--- config.mk ---
export PLATFORM = sky130hd
export DESIGN_NAME = tick_scheduler
export DESIGN_NICKNAME = d
export VERILOG_FILES = /design/src/rtl/tick_pkg.sv /design/src/rtl/tick_channel.sv /design/src/rtl/tick_scheduler.sv
export SDC_FILE = /design/constraint.sdc
export NUM_CORES = 1
export LEC_CHECK = 0
export CAP_MARGIN = 20
export CORE_ASPECT_RATIO = 1.75
export CORE_MARGIN = 5
export CORE_UTILIZATION = 65
export CTS_CLUSTER_SIZE = 14
export DETAILED_ROUTE_END_ITERATION = 10
export PLACE_DENSITY = 0.87
export SYNTH_ARGS = -nofsm -noshare
export SYNTH_HDL_FRONTEND = slang
export SYNTH_SLANG_ARGS = --single-unit
--- constraint.sdc ---
create_clock -name clk -period 8.03 [get_ports clk]
set_input_delay 2.409 -clock clk [delete_from_list [all_inputs] [get_ports clk]]
set_output_delay 2.409 -clock clk [all_outputs]
set_load 0.005 [all_outputs]
--- src/rtl/tick_pkg.sv ---
`default_nettype none
// ============================================================================
// Module   : tick_pkg
// Purpose  : Shared definitions for the tick scheduler: prescaler divide
//            computation, channel-index width helper and config FSM states.
// Revision : 1.0 - initial release
// ============================================================================
package tick_pkg;

    // Config FSM encoding: IDLE accepts a request, APPLY writes it to a channel.
    typedef enum logic [0:0] {
        ST_IDLE  = 1'b0,
        ST_APPLY = 1'b1
    } cfg_state_t;

    // Number of clk cycles per base tick.
    function automatic int calc_div(input int clk_hz, input int base_hz);
        return clk_hz / base_hz;
    endfunction

    // Channel select width; a single-channel build still gets a 1-bit select.
    function automatic int ch_idx_w(input int num_ch);
        return (num_ch > 1) ? $clog2(num_ch) : 1;
    endfunction

endpackage : tick_pkg
`default_nettype wire

--- src/rtl/tick_channel.sv ---
`default_nettype none
// ============================================================================
// Module   : tick_channel
// Purpose  : One scheduler channel: divides the shared base tick by a
//            programmable period and emits a registered one-cycle tick.
//            A config write clears the counter and suppresses that cycle's
//            tick; a decrement request shortens the period with a floor.
// Revision : 1.0 - initial release
// ============================================================================
module tick_channel #(
    parameter int PER_W          = 16,
    parameter int DEFAULT_PERIOD = 100,
    parameter int DEC_STEP       = 1,
    parameter int DEC_MIN        = 1
) (
    input  logic             clk,
    input  logic             rst_n,
    input  logic             i_base_tick,
    input  logic             i_wr,
    input  logic [PER_W-1:0] i_wr_period,
    input  logic             i_wr_en,
    input  logic             i_dec,
    output logic             o_tick,
    output logic             o_active
);

    localparam logic [PER_W-1:0] c_one     = PER_W'(1);
    localparam logic [PER_W-1:0] c_def     = (DEFAULT_PERIOD == 0) ? c_one : PER_W'(DEFAULT_PERIOD);
    localparam logic [PER_W-1:0] c_step    = PER_W'(DEC_STEP);
    localparam logic [PER_W-1:0] c_min     = PER_W'(DEC_MIN);
    localparam logic [PER_W:0]   c_one_x   = (PER_W+1)'(1);
    localparam logic [PER_W:0]   c_floor_x = (PER_W+1)'(DEC_STEP) + (PER_W+1)'(DEC_MIN);

    logic [PER_W-1:0] r_cnt;
    logic [PER_W-1:0] r_period;
    logic             r_en;
    logic             r_tick;
    logic             w_hit;
    logic [PER_W-1:0] w_dec_period;

    // Rollover when cnt >= period-1, computed one bit wider so it never underflows.
    assign w_hit        = ({1'b0, r_cnt} + c_one_x) >= {1'b0, r_period};
    // Saturating decrement: max(period - step, floor).
    assign w_dec_period = ({1'b0, r_period} >= c_floor_x) ? (r_period - c_step) : c_min;

    // Counter, period, enable and tick register; a config write overrides everything else.
    always_ff @(posedge clk) begin
        if (!rst_n) begin
            r_cnt    <= '0;
            r_period <= c_def;
            r_en     <= 1'b0;
            r_tick   <= 1'b0;
        end else begin
            r_tick <= 1'b0;
            if (i_wr) begin
                r_period <= i_wr_period;
                r_en     <= i_wr_en;
                r_cnt    <= '0;
            end else begin
                if (i_dec) begin
                    r_period <= w_dec_period;
                end
                if (i_base_tick && r_en) begin
                    if (w_hit) begin
                        r_cnt  <= '0;
                        r_tick <= 1'b1;
                    end else begin
                        r_cnt <= r_cnt + c_one;
                    end
                end
            end
        end
    end

    assign o_tick   = r_tick;
    assign o_active = r_en;

endmodule : tick_channel
`default_nettype wire

--- src/rtl/tick_scheduler.sv ---
`default_nettype none
// ============================================================================
// Module   : tick_scheduler
// Purpose  : Central game-timing scheduler. A shared prescaler produces the
//            base tick; NUM_CH tick_channel instances divide it into
//            per-channel pulses. Periods/enables are written through a
//            valid/ready config port served by a two-state FSM.
//            Optional feature macro: TICK_SCHED_SPEEDUP_EN adds a speedup
//            pulse input that shortens channel 0's period.
// Revision : 1.0 - initial release
// ============================================================================
module tick_scheduler
    import tick_pkg::*;
#(
    parameter int CLK_HZ         = 100_000_000,
    parameter int BASE_HZ        = 1000,
    parameter int NUM_CH         = 4,
    parameter int PER_W          = 16,
    parameter int DEFAULT_PERIOD = 100,
    parameter int SPEED_STEP     = 1,
    parameter int MIN_PERIOD     = 1
) (
    input  logic                           clk,
    input  logic                           rst_n,
    input  logic                           pause,
    input  logic                           cfg_valid,
    output logic                           cfg_ready,
    input  logic [ch_idx_w(NUM_CH)-1:0]    cfg_ch,
    input  logic [PER_W-1:0]               cfg_period,
    input  logic                           cfg_en,
`ifdef TICK_SCHED_SPEEDUP_EN
    input  logic                           speedup,
`endif
    output logic                           base_tick,
    output logic [NUM_CH-1:0]              ch_tick,
    output logic [NUM_CH-1:0]              ch_active
);

    localparam int               c_div   = calc_div(CLK_HZ, BASE_HZ);
    localparam int               c_pre_w = $clog2(c_div);
    localparam int               c_ch_w  = ch_idx_w(NUM_CH);
    localparam logic [c_pre_w-1:0] c_pre_last = c_pre_w'(c_div - 1);
    localparam logic [c_pre_w-1:0] c_pre_one  = c_pre_w'(1);
    localparam logic [PER_W-1:0]   c_per_one  = PER_W'(1);

    logic [c_pre_w-1:0] r_presc;
    logic               r_base_tick;

    cfg_state_t         r_state;
    cfg_state_t         w_state_nxt;
    logic               r_cfg_ready;
    logic               w_accept;
    logic [c_ch_w-1:0]  r_cfg_ch;
    logic [PER_W-1:0]   r_cfg_period;
    logic               r_cfg_en;

    logic [NUM_CH-1:0]  w_dec;

    // Prescaler: count 0..DIV-1, pulse base_tick the cycle after the terminal count; pause freezes it.
    always_ff @(posedge clk) begin
        if (!rst_n) begin
            r_presc     <= '0;
            r_base_tick <= 1'b0;
        end else if (pause) begin
            r_base_tick <= 1'b0;
        end else if (r_presc == c_pre_last) begin
            r_presc     <= '0;
            r_base_tick <= 1'b1;
        end else begin
            r_presc     <= r_presc + c_pre_one;
            r_base_tick <= 1'b0;
        end
    end

    assign w_accept = cfg_valid && r_cfg_ready;

    // Config FSM state register.
    always_ff @(posedge clk) begin
        if (!rst_n) begin
            r_state <= ST_IDLE;
        end else begin
            r_state <= w_state_nxt;
        end
    end

    // Config FSM next state: every accept is followed by exactly one APPLY cycle.
    always_comb begin
        w_state_nxt = r_state;
        case (r_state)
            ST_IDLE:  if (w_accept) w_state_nxt = ST_APPLY;
            ST_APPLY: w_state_nxt = ST_IDLE;
            default:  w_state_nxt = ST_IDLE;
        endcase
    end

    // Registered ready (low through reset) and request capture; period 0 is stored as 1.
    always_ff @(posedge clk) begin
        if (!rst_n) begin
            r_cfg_ready  <= 1'b0;
            r_cfg_ch     <= '0;
            r_cfg_period <= c_per_one;
            r_cfg_en     <= 1'b0;
        end else begin
            r_cfg_ready <= (w_state_nxt == ST_IDLE);
            if (w_accept) begin
                r_cfg_ch     <= cfg_ch;
                r_cfg_period <= (cfg_period == '0) ? c_per_one : cfg_period;
                r_cfg_en     <= cfg_en;
            end
        end
    end

`ifdef TICK_SCHED_SPEEDUP_EN
    // Speedup only ever targets channel 0.
    always_comb begin
        w_dec    = '0;
        w_dec[0] = speedup;
    end
`else
    assign w_dec = '0;
`endif

    generate
        for (genvar i = 0; i < NUM_CH; i++) begin : g_ch
            logic w_wr;
            // Out-of-range channel selects match no instance, so the write is dropped.
            assign w_wr = (r_state == ST_APPLY) && (r_cfg_ch == c_ch_w'(i));

            tick_channel #(
                .PER_W          (PER_W),
                .DEFAULT_PERIOD (DEFAULT_PERIOD),
                .DEC_STEP       (SPEED_STEP),
                .DEC_MIN        (MIN_PERIOD)
            ) u_ch (
                .clk         (clk),
                .rst_n       (rst_n),
                .i_base_tick (r_base_tick),
                .i_wr        (w_wr),
                .i_wr_period (r_cfg_period),
                .i_wr_en     (r_cfg_en),
                .i_dec       (w_dec[i]),
                .o_tick      (ch_tick[i]),
                .o_active    (ch_active[i])
            );
        end
    endgenerate

    assign base_tick = r_base_tick;
    assign cfg_ready = r_cfg_ready;

endmodule : tick_scheduler
`default_nettype wire

; Yosys cells after proc, flatten, opt, wreduce, memory -nomap -nowiden
; Cells that the tools add are included.
[op_classes]
addsub = 9
mul = 0
n_div = 0
n_lt_le_gt_ge = 4
n_eq_ne = 4
n_shift = 0
n_mux = 13
bitwise = 7
n_reduce_logical = 20
[op_table]
columns = operator, count
row1 = two-way mux 16 bit, 5
row2 = "adder 16 x 1 -> 17 bit, second input constant", 4
row3 = >= comparator 17 x 16 -> 1 bit, 4
row4 = "adder 16 x 1 -> 16 bit, second input constant", 4
row5 = "adder 17 x 1 -> 17 bit, second input constant", 1
row6 = "== test 17 bit, second input constant", 1
row7 = two-way mux 17 bit, 1
row8 = logical NOT 16 bit, 1
row9 = OR reduction 3 bit, 4
row10 = OR reduction 2 bit, 5
row11 = logical AND 1 bit, 9
row12 = inverter 1 bit, 7
row13 = two-way mux 1 bit, 6
row14 = "== test 2 bit, second input constant", 2
row15 = "== test 2 x 1 -> 1 bit, second input constant", 1
row16 = logical NOT 2 bit, 1
row17 = case mux 1 bit (2 select lines), 1
[totals]
regBits = 175
latchBits = 0
mem_bits_rw = 0
rom_bits = 0
inputBits = 23
output_inout_bits = 10
elab_cells = 80
n_memories = 0

; Longest topological paths before layout
; Gate-level depths: netlist (run 1).
[depth]
depth_word = 4
ltp_mapped = 15
ltp_nobuf = 14

; Modules after synthesis
; From an unflattened synthesis (run 1), not the netlist that was laid out.
[hier_totals]
cells_unflattened = 1390
hier_area_um2 = 11190.7
[by_module_without_submodules]
columns = module, n_inst, cells_per_inst, area_per_inst_um2, seq_area_each_um2
row1 = tick_channel at g_ch[0].u_ch ..., 3, 307, 2417.3, 680.7
row2 = tick_channel at g_ch[2].u_ch, 1, 280, 2299.7, 680.7
row3 = tick_scheduler, 1, 189, 1639.1, 780.7

; Least setup slack after synthesis (run 1)
; OpenSTA, ideal clock, no wires.
[synth_path]
kind = input-to-reg
from = input port rst_n
to = register g_ch[3].u_ch.r_cnt[3]
setup_ps = 79
t_arrival_ps = 3634
t_required_ps = 7951
path_slack_ps = 4317
cell_stages = 6
n_path_buf = 2
path_cell_list = buf_2 > nand2_1 > a2111oi_4 > buf_6 > nand3_1 > o211ai_1
[synth_via]
elab_chain_cells = 2
[synth_lines]
columns = item, line
row1 = start: declaration, tick_scheduler.sv:24  ; input logic rst_n,
row2 = inverter 1 bit (no line), n/a
row3 = OR reduction 2 bit (no line), n/a
row4 = end signal: assignment, tick_channel.sv:68  ; r_cnt <= r_cnt + c_one;
row5 = end: declaration, tick_channel.sv:34  ; logic [PER_W-1:0] r_cnt;
; No other way between the ends.
; A chain may end at the register's enable or synchronous reset.

; Worst setup path after layout (run 1)
[layout_path]
from = input port rst_n
to = register g_ch[2].u_ch.r_cnt[14]
[layout_via]
elab_chain_cells = 2
[layout_lines]
columns = item, line
row1 = inverter 1 bit (no line), n/a
row2 = OR reduction 2 bit (no line), n/a
row3 = end signal: assignment, tick_channel.sv:68
row4 = end: declaration, tick_channel.sv:34
; No other way between the ends.

==> flow_metrics.env, run 1 <==
export IMPL_synth_net_count=1310
export IMPL_cts_root_buffer="clkbuf_16"
export IMPL_maxCapViolations=0
export IMPL_worstPathMaxFanout=12
export IMPL_vias=8647
export IMPL_fin_setup_tns_ns=0
export IMPL_ir_drop_uv=150.1
export IMPL_power_uw=1771
export IMPL_crit_start="rst_n"
export IMPL_r2r_worst_path_cells=14
export IMPL_holdPathStages=2
export IMPL_ctsHoldBuffers=0
export IMPL_clkSinkCount=175
export IMPL_io_pins=33
export IMPL_grt_pass1_wl_mm=39.76
export IMPL_htree_levels=4
export IMPL_leakage_uw=0.004056
export IMPL_viasPerCell=6.154
export IMPL_cp_start_kind="primary input"
export IMPL_yosysTopAreaCellShare=0.3669
export IMPL_outcome="complete, no violations"
export IMPL_post_cts_repair_setup_buffers=0
export IMPL_grt_pass1_vias=8513
export IMPL_die_w_um=101.6
export IMPL_synth_area_um2=9548
export IMPL_synth_edf_count=0
export IMPL_grt_max_degree=79
export IMPL_p_per_area_nw_per_um2=169.8
export IMPL_finalCritPeriodShare=0.5906
export IMPL_tightest_slew_ns=1.011
export IMPL_synthCells=1218
export IMPL_cp_data_required_time_ns=8.41
export IMPL_synth_top_flop_cell="dfxtp_1"
export IMPL_syn_avg_cell_area_um2=7.839
export IMPL_synth_top_area_cell="dfxtp_1"
export IMPL_cts_buffers_inserted=17
export IMPL_synthTopCellsByArea="dfxtp_1 (37%), nand2_1 (10%), ha_1 (9.0%)"
export IMPL_finClkSkew_ns=0.01037
export IMPL_num_nets_final=1304
export IMPL_rsz0062_at_grt="false"
export IMPL_io_buffer_count=32
export IMPL_cts_resized_gates=0
export IMPL_worst_r2r_endpoint="g_ch[3].u_ch.r_cnt[12]"
export IMPL_ant_nets=0
export IMPL_cts_tree="yes"
export IMPL_antenna_found_initial=0
export IMPL_initialDrtViolationCount=507
export IMPL_hp_start="g_ch[3].u_ch.r_period[4]"
export IMPL_gr_total_overflow=0
export IMPL_criticalPathCategory="primary input to flop"
export IMPL_start_util=0.6612
export IMPL_wl_per_cell_um=16.92
export IMPL_layout_drive_gt1_share=0.04980
export IMPL_cts_buffer_depth=2
export IMPL_rr_startpoint="g_ch[3].u_ch.r_cnt[0]"
export IMPL_reg2reg_slack_ns=3.89
export IMPL_grt_use_total=0.2854
export IMPL_antennaDiodeCount=0
export IMPL_maxSlewHeadroom=0.3261
export IMPL_holdPathEnd="g_ch[3].u_ch.r_period[4]"
export IMPL_firstDrtPassIters=5
export IMPL_slew_violations=0
export IMPL_min_period_ns=4.743
export IMPL_area_delta_synth_final_pct=9.226
export IMPL_synthDistinctLibCells=62
export IMPL_ys_warnings_count=0
export IMPL_async_flop_share=0
export IMPL_ys_seq_elements=175
export IMPL_wirelength_mm=23.78
export IMPL_dieHeight_um=170.3
export IMPL_die_area_um2=17310
export IMPL_finalWeightedCongestion=0.8793
export IMPL_post_dp_hpwl_mm=16.81
export IMPL_max_freq_mhz=210.9
export IMPL_clock_latency_ns=0.44
export IMPL_fp_coreArea_um2=14440
export IMPL_hp_class="flop to flop"
export IMPL_ys_seq_area_frac=0.3669
export IMPL_path_clk_slew_ns=0.07
export IMPL_row_count=58
export IMPL_hold_viol_final=0
export IMPL_setup_viol=0
export IMPL_route_detailed_drc=0
export IMPL_cp_arrival_ns=5.12
export IMPL_setup_worst_path_end_class="flop"
==> cell type report <==
class	instances	area, um2
clock inverter	13	125.1
multi-input combinational	891	5421
fill	1075	4013
sequential	175	3503
tap	180	225.2
clock buffer	19	442.9
inverter	86	322.8
timing repair buffer	41	387.9
==> power breakdown <==
part / internal (uW) / switching, uW / leakage (uW)
combinational: 23.8 / 39.3 / 0.00236
clock: 442 / 376 / 0.000281
sequential: 876 / 13.6 / 0.00141
==> layout by cell type, fill, tap and decap left out, drive strengths merged, types with 11 or more instances in the layout <==
cell type      Yosys  final
nand3             62     62
o21ai             15     15
nand2            263    263
clkbuf            40     19
nand4             30     30
inv               86     93
xor2              27     27
a21oi            110    110
nor3              20     20
nor2b             12     12
nor2              57     57
ha                69     69
a22o              18     18
dfxtp            175    175
xnor2             34     34
a31oi             15     15
o211ai            24     24
a21o              14     14
and3              11     11
clkdlybuf4s50      0     32
==> flip-flops by register name (all words and copies together), names as in the netlist <==
| name | cells |
|---|---|
| r_cfg_en | 1 |
| cfg_ready | 1 |
| g_ch.u_ch.r_cnt | 64 |
| r_presc | 17 |
| base_tick | 1 |
| g_ch.u_ch.o_active | 4 |
| g_ch.u_ch.o_tick | 4 |
| r_state | 1 |
| g_ch.u_ch.r_period | 64 |
| r_cfg_period | 16 |
| r_cfg_ch | 2 |
==> cells in the mapped netlist (11+ instances only) <==
cell type	count
ha_1	69
a21o_1	14
dfxtp_1	175
a31oi_1	15
xnor2_1	34
and3_1	11
nand2_1	262
inv_1	85
a22o_1	18
nand3_1	60
o211ai_1	24
nor3_1	18
clkbuf_1	39
a21oi_1	110
nand4_1	30
nor2_1	57
nor2b_1	12
xor2_1	27
buf_2	14
o21ai_0	14
==> cells by family after synthesis <==
family | share of synthesized area
XOR/XNOR | 0.05596
AO/OA/AOI/OAI | 0.1571
AND/OR/NAND/NOR | 0.2589
flip-flops | 0.3669
multiplexers | 0.004194
adder cells (fa/ha/maj) | 0.09042
buffers and inverters | 0.06644
==> per-stage QoR <==
step / utilization / cell area [um2] / instances / worst slack [ns] / hold slack [ns]
final: 0.7221 / 10430 / 1405 / 3.287 / 0.4570
after global placement: 0.6823 / 9853 / 1372 / 2.970 / 0.4421
after floorplan: - / 9548 / 1218 / 4.317 / 0.4363
after detailed placement: 0.6828 / 9861 / 1373 / 2.913 / 0.4463
after global routing: 0.7221 / 10430 / 1405 / 3.128 / 0.4776
after CTS: 0.7221 / 10430 / 1405 / 3.342 / 0.4555
==> critical path, cell delays in order <==
cell and delay (ns):
clkdlybuf4s50_1 0.79, buf_4 0.30, inv_2 0.06, or3_1 0.39
nand3b_1 0.27, nor2_1 0.64, a22o_1 0.24
==> layer usage <==
layer | up-vias | global-route usage | part of all wire
met5 | - | 0 | 0
met4 | 0 | 0.1603 | 0.054
met3 | 94 | 0.05455 | 0.047
met2 | 287 | 0.4940 | 0.51
met1 | 4068 | 0.3223 | 0.39
li1 | 4198 | - | -
==> worst max path at each step <==
stage,slack (ns),depth (start not counted),endpoint
after floorplan,4.32,6,g_ch[3].u_ch.r_cnt[3]
after global placement,2.97,7,g_ch[2].u_ch.r_cnt[2]
after detailed placement,2.91,7,g_ch[2].u_ch.r_cnt[2]
after CTS,3.34,7,g_ch[2].u_ch.r_cnt[14]
after global routing,3.13,7,g_ch[2].u_ch.r_cnt[12]
final,3.29,7,g_ch[2].u_ch.r_cnt[14]
Note: power is estimated with default switching activity, not from simulation.
==> inputs of run 2 (changes only) <==
--- a/config.mk
+++ b/config.mk
@@ -8,10 +8,10 @@
 export CAP_MARGIN = 20
 export CORE_ASPECT_RATIO = 1.75
 export CORE_MARGIN = 5
-export CORE_UTILIZATION = 65
+export CORE_UTILIZATION = 62
 export CTS_CLUSTER_SIZE = 14
 export DETAILED_ROUTE_END_ITERATION = 10
-export PLACE_DENSITY = 0.87
+export PLACE_DENSITY = 0.84
 export SYNTH_ARGS = -nofsm -noshare
 export SYNTH_HDL_FRONTEND = slang
 export SYNTH_SLANG_ARGS = --single-unit
==> constraint.sdc (replaced) <==
create_clock -name clk -period 4.5 [get_ports clk]
set_input_delay 1.35 -clock clk [delete_from_list [all_inputs] [get_ports clk]]
set_output_delay 1.35 -clock clk [all_outputs]
set_load 0.005 [all_outputs]
==> run 2 against run 1 <==
Register-to-register slack got worse by 3.3 ns. Final cell count increased by 0.57%. Flip-flop and latch count unchanged. Power increased by 80%. Die area increased by 4.5%. First-iteration DRC count decreased by 30%. Utilization decreased by 3.5 points. Sequential power increased by 79%. Global-route usage decreased by 3.0 points. Hold slack got worse by 0.0033 ns.
==> flow_metrics.env, run 2 (synthesis gave the netlist of run 1 again) <==
export IMPL_ant_nets=0
export IMPL_antenna_found_initial=0
export IMPL_vias=8347
export IMPL_hold_viol_final=0
export IMPL_die_area_um2=18080
export IMPL_wirelength_mm=22.94
export IMPL_criticalPathCategory="flop to flop"
export IMPL_multi_input_area_um2=5421
export IMPL_ctsHoldBuffers=0
export IMPL_clock_latency_ns=0.43
export IMPL_cp_start_kind="flop"
export IMPL_io_pins=33
export IMPL_hp_class="flop to flop"
export IMPL_post_dp_hpwl_mm=16.64
export IMPL_largest_registers="g_ch.u_ch.r_cnt x64, g_ch.u_ch.r_period x64, r_presc x17"
export IMPL_cp_arrival_ns=4.31
export IMPL_row_count=60
export IMPL_fin_setup_tns_ns=0
export IMPL_finClkSkew_ns=0.01271
export IMPL_dieHeight_um=174.2
export IMPL_setup_worst_path_end_class="flop"
export IMPL_gr_total_overflow=0
export IMPL_outcome="complete, no violations"
export IMPL_viasPerCell=5.907
export IMPL_layout_common_cells="nand2_1 (262), dfxtp_1 (175), a21oi_1 (110)"
export IMPL_cts_resized_gates=0
export IMPL_grt_pass1_vias=8408
export IMPL_max_freq_mhz=252.9
export IMPL_reg2reg_slack_ns=0.55
export IMPL_grt_use_total=0.2558
export IMPL_initialDrtViolationCount=355
export IMPL_cts_buffers_inserted=17
export IMPL_final_common_cell="nand2_1"
export IMPL_min_period_ns=3.954
export IMPL_worstPathMaxFanout=18
export IMPL_maxSlewHeadroom=0.3346
export IMPL_area_delta_synth_final_pct=9.645
export IMPL_grt_max_degree=79
export IMPL_slew_violations=0
export IMPL_place_ws_ns=0.5951
export IMPL_cts_root_buffer="clkbuf_16"
export IMPL_ir_drop_uv=243.4
export IMPL_placed_area_um2=9883
export IMPL_fin_ws_ns=0.5461
export IMPL_num_nets_final=1306
export IMPL_n_fill_cell=1212
export IMPL_leakage_uw=0.004076
export IMPL_cts_buffer_depth=2
export IMPL_die_w_um=103.8
export IMPL_cp_data_required_time_ns=4.85
export IMPL_io_buffer_count=32
export IMPL_tightest_slew_ns=0.9981
export IMPL_route_detailed_drc=0
export IMPL_clkSinkCount=175
export IMPL_post_cts_repair_setup_buffers=0
export IMPL_antennaDiodeCount=0
export IMPL_layout_drive_gt1_share=0.05053
export IMPL_regArea_um2=3503
export IMPL_start_util=0.6265
export IMPL_rsz0062_at_grt="false"
export IMPL_setup_viol=0
export IMPL_grt_pass1_wl_mm=38.96
export IMPL_p_per_area_nw_per_um2=304.5
export IMPL_maxCapViolations=0
export IMPL_cts_tree="yes"
export IMPL_firstDrtPassIters=5
export IMPL_finalWeightedCongestion=0.9009
export IMPL_fp_coreArea_um2=15240
export IMPL_final_cell_area_um2=10470
export IMPL_finalCritPeriodShare=0.8786
export IMPL_htree_levels=4
export IMPL_hold_slack_ns=0.4537
export IMPL_path_clk_slew_ns=0.07
export IMPL_wl_per_cell_um=16.24
## run 2: cell count changes in the layout (fill, tap and decap cells not counted), sizes merged
cell	delta
buf	+2
bufinv	+1
clkinv	+1
clkinvlp	-1
inv	-1
## run 2: worst paths after layout
check | endpoint | start | cells after the start
setup / recovery | g_ch[3].u_ch.r_cnt[3] | g_ch[3].u_ch.r_cnt[0] | 14
hold / removal | g_ch[2].u_ch.r_period[13] | g_ch[2].u_ch.r_period[13] | 2
setup reg to reg | g_ch[3].u_ch.r_cnt[3] | g_ch[3].u_ch.r_cnt[0] | 14
hold reg to reg | g_ch[2].u_ch.r_period[13] | g_ch[2].u_ch.r_period[13] | 2
## run 2: final cells by class
class                           count  share of cell area
Multi-Input combinational cell    891              0.5179
Sequential cell                   175              0.3346
Clock buffer                       19             0.04135
Timing Repair Buffer               43             0.03848
Inverter                           86             0.03084
Tap cell                          186             0.02223
Clock inverter                     13             0.01458
## run 2: report_power, final
part | switching, uW | internal, uW | total (uW) | leakage, uW
clock network | 655 | 834 | 1490 | 0.000292
registers | 24.3 | 1560 | 1590 | 0.00141
logic | 69.5 | 42.2 | 112 | 0.00237
## run 2: worst max-delay path: stages (launching register included)
cell and delay, ns:
dfxtp_1 0.42, ha_1 0.27, nand3_2 0.14, or2_1 0.33, nor3_4 0.19, nand3_1 0.14, or2_2 0.31, nand2_1 0.09
ha_1 0.24, nand4_1 0.11, or4_1 0.12, a31oi_1 0.13, a2111oi_4 0.88, nand2_2 0.27, o211ai_1 0.23
## run 2: metrics by stage
stage          instances  power [uW]  utilization
5_1_grt             1413        3271       0.6869
6_report            1413        3187       0.6869
3_3_place_gp        1381        1730       0.6485
4_1_cts             1413        3194       0.6869
2_1_floorplan       1218        1677            -
3_5_place_dp        1381        1731       0.6485
## run 2: layer usage
layer | global-route usage | wire length [um]
met2 | 0.4566 | 11710
met3 | 0.04942 | 1091
met5 | 0 | 0
met4 | 0.1469 | 1193
met1 | 0.2781 | 8945
==> inputs of run 3 (changes only) <==
--- a/config.mk
+++ b/config.mk
@@ -15,3 +15,4 @@
 export SYNTH_ARGS = -nofsm -noshare
 export SYNTH_HDL_FRONTEND = slang
 export SYNTH_SLANG_ARGS = --single-unit
+export TNS_END_PERCENT = 5
==> results of run 3 <==
Final layout, timing and power as in run 2 (identical DEF).
